$ cat src/rtl/crc_serial_enc.sv
// Serial CRC encoder: forwards MSG_LEN message bits MSB-first, then appends the
// CRC_W-bit remainder MSB-first. All codeword outputs are registered.
module crc_serial_enc #(
    parameter int MSG_LEN = 8,
    parameter int CRC_W = 8,
    parameter logic [CRC_W-1:0] POLY = 8'h07,
    parameter logic [CRC_W-1:0] INIT = '0
) (
    input  logic i_clk,
    input  logic i_rst_n,
    input  logic i_start,
    input  logic i_data,
    input  logic i_data_valid,
    output logic o_data_ready,
    output logic o_code,
    output logic o_code_valid,
    output logic o_crc_flag,
    output logic o_done,
    output logic o_busy
);

    localparam int CNT_W = $clog2(MSG_LEN + CRC_W + 1);
    localparam logic [CNT_W-1:0] LAST_MSG = CNT_W'(MSG_LEN - 1);
    localparam logic [CNT_W-1:0] LAST_CRC = CNT_W'(CRC_W - 1);

    typedef enum logic [1:0] {
        S_IDLE = 2'd0,
        S_DATA = 2'd1,
        S_CRC  = 2'd2
    } state_t;

    state_t           state_reg, state_next;
    logic [CRC_W-1:0] crc_reg, crc_next;
    logic [CNT_W-1:0] cnt_reg, cnt_next;
    logic             code_reg, code_next;
    logic             code_valid_reg, code_valid_next;
    logic             crc_flag_reg, crc_flag_next;
    logic             done_reg, done_next;

    always_ff @(posedge i_clk) begin
        if (!i_rst_n) begin
            state_reg      <= S_IDLE;
            crc_reg        <= '0;
            cnt_reg        <= '0;
            code_reg       <= 1'b0;
            code_valid_reg <= 1'b0;
            crc_flag_reg   <= 1'b0;
            done_reg       <= 1'b0;
        end else begin
            state_reg      <= state_next;
            crc_reg        <= crc_next;
            cnt_reg        <= cnt_next;
            code_reg       <= code_next;
            code_valid_reg <= code_valid_next;
            crc_flag_reg   <= crc_flag_next;
            done_reg       <= done_next;
        end
    end

    always_comb begin
        logic fb;
        fb              = 1'b0;
        state_next      = state_reg;
        crc_next        = crc_reg;
        cnt_next        = cnt_reg;
        code_next       = 1'b0;
        code_valid_next = 1'b0;
        crc_flag_next   = 1'b0;
        done_next       = 1'b0;
        case (state_reg)
            S_IDLE: begin
                if (i_start) begin
                    state_next = S_DATA;
                    crc_next   = INIT;
                    cnt_next   = '0;
                end
            end
            S_DATA: begin
                // Without a valid bit the frame simply waits; nothing advances.
                if (i_data_valid) begin
                    fb              = i_data ^ crc_reg[CRC_W-1];
                    crc_next        = {crc_reg[CRC_W-2:0], 1'b0} ^ (fb ? POLY : '0);
                    code_next       = i_data;
                    code_valid_next = 1'b1;
                    if (cnt_reg == LAST_MSG) begin
                        state_next = S_CRC;
                        cnt_next   = '0;
                    end else begin
                        cnt_next = cnt_reg + 1'b1;
                    end
                end
            end
            S_CRC: begin
                code_next       = crc_reg[CRC_W-1];
                code_valid_next = 1'b1;
                crc_flag_next   = 1'b1;
                crc_next        = {crc_reg[CRC_W-2:0], 1'b0};
                if (cnt_reg == LAST_CRC) begin
                    state_next = S_IDLE;
                    cnt_next   = '0;
                    done_next  = 1'b1;
                end else begin
                    cnt_next = cnt_reg + 1'b1;
                end
            end
            default: begin
                state_next = S_IDLE;
            end
        endcase
    end

    assign o_data_ready = (state_reg == S_DATA);
    assign o_busy       = (state_reg != S_IDLE);
    assign o_code       = code_reg;
    assign o_code_valid = code_valid_reg;
    assign o_crc_flag   = crc_flag_reg;
    assign o_done       = done_reg;

endmodule

$ cat config.mk
export PLATFORM = sky130hd
export DESIGN_NAME = crc_serial_enc
export DESIGN_NICKNAME = d
export VERILOG_FILES = /design/src/rtl/crc_serial_enc.sv
export SDC_FILE = /design/constraint.sdc
export NUM_CORES = 1
export LEC_CHECK = 0
export BUFFER_PORTS_ARGS = -buffer_cell sky130_fd_sc_hd__buf_2
export CORE_ASPECT_RATIO = 1.25
export CORE_UTILIZATION = 53
export CTS_BUF_LIST = sky130_fd_sc_hd__clkbuf_4 sky130_fd_sc_hd__clkbuf_8
export DETAILED_ROUTE_END_ITERATION = 16
export GPL_ROUTABILITY_DRIVEN = 0
export HOLD_SLACK_MARGIN = 0.15
export MAX_ROUTING_LAYER = met4
export PLACE_DENSITY = 0.72
export SLEW_MARGIN = 20
export SYNTH_ARGS = -nofsm -noshare
export SYNTH_HDL_FRONTEND = slang
export SYNTH_SLANG_ARGS = --single-unit
export TNS_END_PERCENT = 1
$ cat constraint.sdc
create_clock -name i_clk -period 1.7 [get_ports i_clk]
set_input_delay 0.085 -clock i_clk [delete_from_list [all_inputs] [get_ports i_clk]]
set_output_delay 0.085 -clock i_clk [all_outputs]
set_load 0.005 [all_outputs]
==> impl_metrics.ini <==
[status]
outcome = finished with violations
violations = setup timing

[worst_hold_path]
holdPathEnd = cnt_reg[4]
hold_class = input port to register
worstHoldPathCells = 2
worst_hold_startpoint = i_rst_n

[timing]
period_minus_slack_ns = 1.88
max_slew.worst_pin.slew_ns = 0.373
clock.fmax_ghz = 0.531
hold_ws_ns = 0.183
fin_skew_ns = 0.00220
setup_slack_ns = -0.183
period_share_pct = 111
max_slew_margin_pct = 75.0
hold_viol = 0
maxSlewViolCount = 0
rsz0062_at_grt = yes
setup_viol = 2

[detailed_routing]
drt_pass1_iterations = 4
antenna_left = 0
routed_wl_mm = 2.34
wl_per_cell_um = 14.6
num_vias = 903
vias_per_cell = 5.64
drtIter0Drc = 11
drcViolationCount = 0

[clock_tree]
cts.htree.levels = 1
cts_root_buffer = clkbuf_4
clkSinkCount = 19
cts.path.max_buffers = 2
cts_tree = yes
path_clk_slew_ns = 0.10
clk_latency_ns = 0.28
cts_buffers = 3

[logic_synthesis]
syn_nets = 123
yosys.cell_types.count = 31
synth_area_um2 = 946
async_flop_share_pct = 0
yosys_warnings = 0
ys_ff_latch = 19
ys.flop_type = dfxtp_1
synth-seq-area-share_pct = 40.2
avgSynthCellArea_um2 = 8.45
synth_edf_count = 0
netlist_instances = 112

[grt]
use_met1_pct = 31.1
grt.overflow.total = 0
globalRouteMet3Util_pct = 5.02
met2_usage_pct = 42.1
grt_pass1_vias = 877
grt_pass1_wl_mm = 3.59
grt_usage_pct = 26.2
busiest_layer = met2
grt_max_degree = 20
grt_antenna_before_repair = 0

[final_layout]
nNetsFinal = 154
syn_to_final_growth_pct = 31.0
largest_reg_flops = 8
fillers = 112
final_cells = 160
fin_util_pct = 76.4
n_antenna_cell = 0
drive_above_1_share_pct = 33.1

[power_and_ir_drop]
p_per_area_nw_per_um2 = 846
power_leakage_nw = 0.548
totalPowerFinal_mw = 1.05
ir_drop_mv = 0.670

[setup_path]
reg2reg_slack_ns = -0.18
worst-endpoint-arrival_ns = 2.09
reg2reg_to = state_reg[0]
worstSetupEndpointType = register
crit_type = register to register
crit_required_ns = 1.91
cp_max_fo = 3
startpoint_type = register
rr_startpoint = state_reg[0]
r2r.worst_path.cells = 7

[floorplan]
initial_core_util_pct = 58.3
core_area_um2 = 1620
dieArea_um2 = 1960
rows = 16
die_height_um = 49.2
die_w_um = 39.8
io_pins = 11

[placement]
dp_cells = 151
port_buffers = 10
hpwl_mm = 1.44
pre_cts_ws_ns = -0.120

[run]
max-cap-violations = 0
## stage by stage
stage | setup TNS [ns] | instance area [µm²]
2_1_floorplan | -0.118 | 951
3_3_place_gp | -0.0580 | 1120
3_5_place_dp | -0.263 | 1120
4_1_cts | -0.182 | 1180
5_1_grt | -0.632 | 1240
6_report | -0.334 | 1240
## timing repair
action                                  CTS  global route
endpoints found under the hold margin     2             0
pin swaps                                 3             4
setup buffers                             0             3
hold buffers                              3             0
resized for setup                         4            11
endpoints found under the setup margin    6            11
## Yosys cell counts (2+ instances only)
master    instances  area [µm²]
nor2_1            6        22.5
ha_1              6        75.1
inv_1             5        18.8
dfxtp_1          19         380
buf_2             2        10.0
nor3_1            2        10.0
clkbuf_1          2        7.51
o21ai_0           6        30.0
nand2_1          14        52.6
o31ai_1           3        22.5
nor2b_1           4        25.0
a21boi_0          7        52.6
and2_1            3        18.8
a21oi_1           3        15.0
nand3_1          14        70.1
## power breakdown
part,switching (mW),internal [mW]
Clock,0.130,0.0872
Combinational,0.177,0.178
Sequential,0.0168,0.459
## kinds of logic after synthesis
family / count (synthesis) / synth area share [%]
compound gates: 23 / 16.1
xor+xnor: 1 / 0.926
fa+ha+maj: 6 / 7.94
buf+inv: 11 / 5.42
flops: 19 / 40.2
simple gates: 52 / 29.4
## layer usage
| layer | wire length (µm) | vias up |
|---|---|---|
| met3 | 57 | 6 |
| met4 | 61 | 0 |
| li1 | - | 452 |
| met2 | 1160 | 20 |
| met1 | 1070 | 425 |
| met5 | 0 | - |
## worst max-delay path, stage by stage, from the launching register on
cell and delay, ns:
dfxtp_4 0.41, inv_4 0.06, buf_4 0.13, ha_1 0.22, nor2_1 0.15, nor2_1 0.08
or4b_2 0.60, a21boi_1 0.16
## final cells by class
type / instances / area, µm² / share of cell area [%]
Timing Repair Buffer: 32 / 220 / 17.8
Clock inverter: 1 / 5.00 / 0.404
Clock buffer: 3 / 22.5 / 1.82
Multi-Input combinational cell: 82 / 562 / 45.4
Sequential cell: 19 / 385 / 31.1
Inverter: 5 / 21.3 / 1.72
Tap cell: 18 / 22.5 / 1.82
## worst max path at each step
stage                       startpoint      endpoint  slack, ns
after floorplan           state_reg[1]    cnt_reg[0]      -0.12
after global placement    state_reg[0]  state_reg[0]      -0.03
after detailed placement  state_reg[0]  state_reg[0]      -0.12
after CTS                 state_reg[0]    cnt_reg[0]      -0.09
after global routing      state_reg[0]  state_reg[0]      -0.26
final                     state_reg[0]  state_reg[0]      -0.18
## placed cells by master, fill, tap and decap left out, drive strengths merged
cell type    Yosys  layout
nor3b            1       1
a21oi            3       3
inv              5       5
nand2           14      14
and4bb           1       1
nor2             6       6
dlygate4sd3      0       2
dfxtp           19      19
and2             3       3
or4              1       1
or4b             1       1
nand3           14      14
o21a             1       1
xor2             1       1
clkinv           0       1
nor3             2       2
o31ai            3       3
nand4            1       1
a32oi            1       1
or3              1       1
o21ai            6       6
clkbuf           2       3
o32ai            1       1
buf              4      30
a21boi           8       8
nor4             1       1
ha               6       6
nand4b           1       1
nor2b            5       5
No activity file was read; power rests on OpenSTA's default activity.
